### src/rtl/mem_arb_pkg.sv
`default_nettype none
// ============================================================================
// Module   : mem_arb_pkg
// Brief    : Shared widths, RAM command and arbiter state types for mem_arbiter.
// Revision : 1.0 - initial release
// ============================================================================
package mem_arb_pkg;

    localparam int ADDR_W = 9;
    localparam int DATA_W = 16;

    typedef enum logic [1:0] {
        MEM_NONE  = 2'd0,
        MEM_READ  = 2'd1,
        MEM_WRITE = 2'd2
    } mem_cmd_t;

    // Owner of the read currently returning data from the RAM
    typedef enum logic [1:0] {
        IDLE = 2'd0,
        F_RD = 2'd1,
        D_RD = 2'd2
    } arb_state_t;

endpackage
`default_nettype wire

### src/rtl/starve_ctr.sv
`default_nettype none
// ============================================================================
// Module   : starve_ctr
// Brief    : Saturating count of consecutive cycles the fetch port lost to data.
// Revision : 1.0 - initial release
// ============================================================================
module starve_ctr #(
    parameter int STARVE_MAX = 3
) (
    input  logic clk,
    input  logic rst,
    input  logic i_f_req,
    input  logic i_f_gnt,
    input  logic i_d_gnt,
    output logic o_starved
);

    localparam int c_CNT_W = (STARVE_MAX < 1) ? 1 : $clog2(STARVE_MAX + 1);
    localparam logic [c_CNT_W-1:0] c_MAX = c_CNT_W'(STARVE_MAX);

    logic [c_CNT_W-1:0] r_cnt;

    always_ff @(posedge clk) begin
        if (rst) begin
            r_cnt <= '0;
        end else if (i_f_gnt || !i_f_req) begin
            r_cnt <= '0;
        end else if (i_d_gnt && (r_cnt != c_MAX)) begin
            r_cnt <= r_cnt + c_CNT_W'(1);
        end
    end

    assign o_starved = (r_cnt == c_MAX);

endmodule
`default_nettype wire

### src/rtl/mem_arbiter.sv
`default_nettype none
// ============================================================================
// Module   : mem_arbiter
// Brief    : Fetch/data arbiter for one single-port RAM, data port has priority.
//            Define MEM_ARB_FAIRNESS_EN to force fetch after STARVE_MAX losses.
// Revision : 1.0 - initial release
// ============================================================================
module mem_arbiter
    import mem_arb_pkg::*;
#(
    parameter int STARVE_MAX = 3
) (
    input  logic              clk,
    input  logic              reset,
    input  logic              f_req,
    input  logic [ADDR_W-1:0] f_addr,
    output logic              f_gnt,
    output logic              f_rvalid,
    output logic [DATA_W-1:0] f_rdata,
    input  logic              d_req,
    input  logic              d_we,
    input  logic [ADDR_W-1:0] d_addr,
    input  logic [DATA_W-1:0] d_wdata,
    output logic              d_gnt,
    output logic              d_rvalid,
    output logic [DATA_W-1:0] d_rdata,
    output logic [ADDR_W-1:0] mem_addr,
    output logic [1:0]        mem_cmd,
    output logic [DATA_W-1:0] mem_wdata,
    input  logic [DATA_W-1:0] mem_rdata
);

    arb_state_t r_state;
    arb_state_t w_state_nxt;
    logic       w_force_f;

`ifdef MEM_ARB_FAIRNESS_EN
    logic w_starved;

    starve_ctr #(
        .STARVE_MAX (STARVE_MAX)
    ) u_starve_ctr (
        .clk       (clk),
        .rst       (reset),
        .i_f_req   (f_req),
        .i_f_gnt   (f_gnt),
        .i_d_gnt   (d_gnt),
        .o_starved (w_starved)
    );

    assign w_force_f = w_starved & f_req & d_req;
`else
    logic w_unused_starve;

    assign w_unused_starve = (STARVE_MAX != 0);
    assign w_force_f       = 1'b0;
`endif

    always_ff @(posedge clk) begin
        if (reset) begin
            r_state <= IDLE;
        end else begin
            r_state <= w_state_nxt;
        end
    end

    always_comb begin
        d_gnt       = 1'b0;
        f_gnt       = 1'b0;
        mem_addr    = '0;
        mem_cmd     = MEM_NONE;
        mem_wdata   = '0;
        w_state_nxt = IDLE;

        // Grants are suppressed while reset is high so no request leaks through
        d_gnt = d_req & ~reset & ~w_force_f;
        f_gnt = f_req & ~reset & ~d_gnt;

        if (f_gnt) begin
            mem_addr    = f_addr;
            mem_cmd     = MEM_READ;
            w_state_nxt = F_RD;
        end else if (d_gnt) begin
            mem_addr  = d_addr;
            mem_wdata = d_wdata;
            if (d_we) begin
                mem_cmd = MEM_WRITE;
            end else begin
                mem_cmd     = MEM_READ;
                w_state_nxt = D_RD;
            end
        end
    end

    // Gating with reset drops a read that was in flight when reset arrived
    assign f_rvalid = (r_state == F_RD) & ~reset;
    assign d_rvalid = (r_state == D_RD) & ~reset;
    assign f_rdata  = f_rvalid ? mem_rdata : '0;
    assign d_rdata  = d_rvalid ? mem_rdata : '0;

endmodule
`default_nettype wire

### config.mk
export PLATFORM = sky130hd
export DESIGN_NAME = mem_arbiter
export DESIGN_NICKNAME = d
export VERILOG_FILES = /design/src/rtl/mem_arb_pkg.sv /design/src/rtl/starve_ctr.sv /design/src/rtl/mem_arbiter.sv
export SDC_FILE = /design/constraint.sdc
export NUM_CORES = 1
export LEC_CHECK = 0
export BUFFER_PORTS_ARGS = -buffer_cell sky130_fd_sc_hd__buf_2
export CAP_MARGIN = 5
export CELL_PAD_IN_SITES_DETAIL_PLACEMENT = 0
export CELL_PAD_IN_SITES_GLOBAL_PLACEMENT = 1
export CORE_UTILIZATION = 12
export CTS_CLUSTER_DIAMETER = 100
export DETAILED_ROUTE_END_ITERATION = 7
export GPL_TIMING_DRIVEN = 0
export PLACE_DENSITY_LB_ADDON = 0.15
export SLEW_MARGIN = 20
export SYNTH_ARGS = -nofsm -noshare
export SYNTH_HDL_FRONTEND = slang
export SYNTH_SLANG_ARGS = --single-unit
### constraint.sdc
create_clock -name clk -period 1.1 [get_ports clk]
set_input_delay 0.22 -clock clk [delete_from_list [all_inputs] [get_ports clk]]
set_output_delay 0.22 -clock clk [all_outputs]
set_load 0.03 [all_outputs]
* After elaboration in Yosys (flattened, before gate mapping) *
Cells that the tools add are included.

storage, ports and cells
  logic and storage cells = 24
  output and inout bits = 63
  input bits = 55
  bits in registers = 2

cells by class
  bitwise logic cells = 7
  equality and inequality tests = 2
  reductions and logical operators = 1
  mux-type cells = 12

operators with widths
  cell                                                  number
  2-to-1 mux 16 bit                                     4
  2-to-1 mux 9 bit                                      2
  2-to-1 mux 2 bit                                      4
  AND 1 bit                                             5
  OR reduction 3 bit                                    1
  equality test 2 x 1 -> 1 bit (second input constant)  1
  equality test 2 bit (second input constant)           1
  2-to-1 mux 1 bit                                      2
  NOT 1 bit                                             2

* Longest topological paths before layout *
  word-level depth = 5
  depth in mapped cells = 5
  mapped depth without buffers = 2

* Least setup slack after synthesis *
Ideal clock, no wire load.

  path kind = register to output
  from = register r_state[1]
  to = output d_rdata[10]
  stages on the path, launching flop included = 4
  setup slack = -235 ps
  required time = 880 ps
  arrival = 1115 ps
  buffers on the path = 1
  path through = dfxtp_1 > nor3b_4 > buf_6 > and2_1

between the ends
  cells in the longest elaborated chain, start to end = 3

ends and longest elaborated chain
  what                      line               text
  start: declaration        mem_arbiter.sv:33  arb_state_t r_state;
  start signal: assignment  mem_arbiter.sv:63  r_state <= w_state_nxt;
  equality test 2 bit       mem_arbiter.sv:97  assign d_rvalid = (r_state == D_RD) & ~reset;
  AND 1 bit                 mem_arbiter.sv:97
  via d_rvalid              mem_arbiter.sv:25  output logic d_rvalid,
  2-to-1 mux 16 bit         mem_arbiter.sv:99  assign d_rdata = d_rvalid ? mem_rdata : '0;
  end: declaration          mem_arbiter.sv:26  output logic [DATA_W-1:0] d_rdata,

The timed path passes the listed nets, and every way through them passes these cells.

* Worst setup path in the final report *
  from = register r_state[0]
  to = output f_rdata[12]

between the ends
  cells in the longest elaborated chain, start to end = 3

ends and longest elaborated chain
  what                          line               text
  equality test 2 x 1 -> 1 bit  mem_arbiter.sv:96  assign f_rvalid = (r_state == F_RD) & ~reset;
  AND 1 bit                     mem_arbiter.sv:96
  2-to-1 mux 16 bit             mem_arbiter.sv:98  assign f_rdata = f_rvalid ? mem_rdata : '0;
  end: declaration              mem_arbiter.sv:19  output logic [DATA_W-1:0] f_rdata,

No other way between the ends.

==> impl_metrics.json <==
{
  "status": "finished, violations left",
  "violations": "negative setup slack",
  "synth_fp_nets": 132,
  "area_delta_synth_final_pct": 228,
  "antenna_found_initial": 0,
  "vias_per_cell": 3.87,
  "p_comb_share_pct": 63.1,
  "finalPower_w": 0.000986,
  "largestRegisters": "r_state x2",
  "vdd_ir_drop_max_mv": 0.240,
  "rsz0062_at_grt": "yes",
  "drt_pre_antenna_iters": 3,
  "fmax_mhz": 684,
  "seq_power_share_pct": 8.1,
  "crit_top_cell": "buf_6",
  "synthCells": 77,
  "cts_hold_buf": 0,
  "largest_register": "r_state",
  "dieArea_mm2": 0.00535,
  "min_path_type": "input port to flop",
  "cts_sinks": 2,
  "cp_slowest_stage_delay_ns": 0.33,
  "io_pins": 118,
  "dieHeight_um": 73.1,
  "fin_cells": 275,
  "cts_tree": "built",
  "syn-cell-area_um2": 607,
  "synth_edf_count": 0,
  "arrival_ns": 1.24,
  "wl_per_cell_um": 10.9,
  "path_max_fanout": 5,
  "largest_reg_flops": 2,
  "required_ns": 0.88,
  "ys_seq_area_share_pct": 6.60,
  "cts_buffers": 3,
  "fin_nets": 265,
  "num_vias": 1064,
  "layout_min_cycle_time_ns": 1.46,
  "h-tree-depth": 1,
  "crit_family": "buffers and inverters",
  "dieWidth_um": 73.1,
  "grt_pass1_vias": 1059,
  "grt_use_total_pct": 9.89,
  "path_cells": "nor3b_4 > buf_6 > buf_6 > and2_4 > buf_6",
  "cp_num_buf_inv": 3,
  "place_area_mm2": 0.00136,
  "slowest_stage": "dfxtp_2",
  "netSwitchingFraction_pct": 35.3,
  "synthTopCellsByCount": "and2_1 (35), and2_2 (14), a32o_1 (9), buf_6 (5)",
  "finalSetupTns_ns": -14.49,
  "drt_iter0_drc": 4,
  "p_int_w": 0.000638,
  "critPathCaptureType": "primary output",
  "power_density_mw_per_mm2": 495,
  "core_region_area_mm2": 0.00479,
  "synth_warnings": 0,
  "initial_core_util_pct": 12.7,
  "path_class": "flop to primary output",
  "maxCapViolations": 0,
  "gr-total-overflow": 0,
  "leakage_nw": 1.07,
  "yosysMostFrequentCell": "and2_1",
  "avgSynthCellArea_um2": 7.88,
  "cts.path.max_buffers": 2,
  "remaining_drc_errors": 0,
  "diodes": 0,
  "setup_viol": 61,
  "finalCritPeriodShare_pct": 133,
  "root_buffer": "clkbuf_8",
  "tightest_slew_ns": 0.211,
  "drive_gt1_share_pct": 97.1,
  "row_count": 25,
  "numPortBuffers": 115,
  "async_flop_share_pct": 0,
  "place_inst": 259,
  "yosysTopAreaCell": "and2_1",
  "ant_nets": 0,
  "p_clk_share_pct": 28.9,
  "finalWirelength_um": 2990,
  "final_util_pct": 41.6,
  "finalInstanceArea_mm2": 0.00199,
  "grt_max_degree": 11,
  "slew-limit-headroom_pct": 85.9,
  "ys_ff_latch": 2,
  "slew_viol_final": 0,
  "synth_top_cell_area_share_pct": 36.1,
  "synth_top_flop_cell": "dfxtp_1",
  "synthTopCellsByArea": "and2_1 (36%), and2_2 (17%), a32o_1 (15%)",
  "place_congestion": 0.675,
  "startpoint_type": "flop",
  "dp_hpwl_um": 2040,
  "p_switching_w": 0.000348,
  "synth.distinct_cells": 14,
  "hold_violations": 0,
  "setup_ws_ns": -0.362,
  "clk_pin_slew_worst_paths_ns": 0.03,
  "grt_first_pass_wirelength_um": 4150
}
==> layer usage <==
layer | vias up | global-route usage (%) | routed length, um
met5 | - | 0 | 0
met4 | 0 | 4.58 | 25
met3 | 2 | 1.24 | 288
met2 | 86 | 20.5 | 1760
met1 | 460 | 9.40 | 911
li1 | 516 | - | -
==> final cells by class <==
| cell class | count | area, um^2 |
|---|---|---|
| tap | 67 | 83.8 |
| clock buffer | 3 | 41.3 |
| multi-input combinational | 68 | 624 |
| buffer | 6 | 67.6 |
| sequential | 2 | 42.5 |
| timing repair buffer | 129 | 1130 |
| fill | 474 | 2790 |
==> repair_timing <==
| item | 4_1_cts | 5_1_grt |
|---|---|---|
| setup buffers | 6 | 4 |
| gates resized for setup | 133 | 34 |
| cloned | 2 | 2 |
| pin swaps | 4 | 14 |
| endpoints found under the setup margin | 61 | 63 |
==> worst paths after layout <==
check                  start  slack, ns           to  cells after the start
setup / recovery  r_state[0]      -0.36  f_rdata[12]                      5
hold / removal          d_we       0.20   r_state[1]                      2
==> cells by family (layout without fill, tap and decap cells) <==
family,after synthesis,count (layout),share of synthesized area [%]
buffers and inverters,7,138,11.3
AOI/OAI and AO/OA,10,10,15.7
DFF,2,2,6.60
and+or+nand+nor,58,58,66.4
==> stage by stage <==
stage / setup slack [ns] / hold WS (ns)
after floorplan: -0.106 / 0.284
after detailed placement: -0.328 / 0.414
final: -0.362 / 0.204
after global routing: -0.414 / 0.202
after CTS: -0.375 / 0.197
after global placement: -0.309 / 0.410
==> power by group through the flow <==
stage / Sequential, W / Clock (W) / Combinational, W
2_1_floorplan: 0.0000802 / 0 / 0.000288
3_3_place_gp: 0.0000805 / 0 / 0.000457
3_5_place_dp: 0.0000805 / 0 / 0.000458
4_1_cts: 0.0000796 / 0.000295 / 0.000586
5_1_grt: 0.0000798 / 0.000308 / 0.000655
6_report: 0.0000796 / 0.000285 / 0.000622
==> placed cells by master (no fill, tap or decap), drive strengths merged <==
cell	instances
nor2b	2
and2	49
nor2	3
nor3b	2
a21oi	1
nand2b	2
a32o	9
buf	134
dfxtp	2
clkbuf	4
Power figures use the tool's default switching activity.
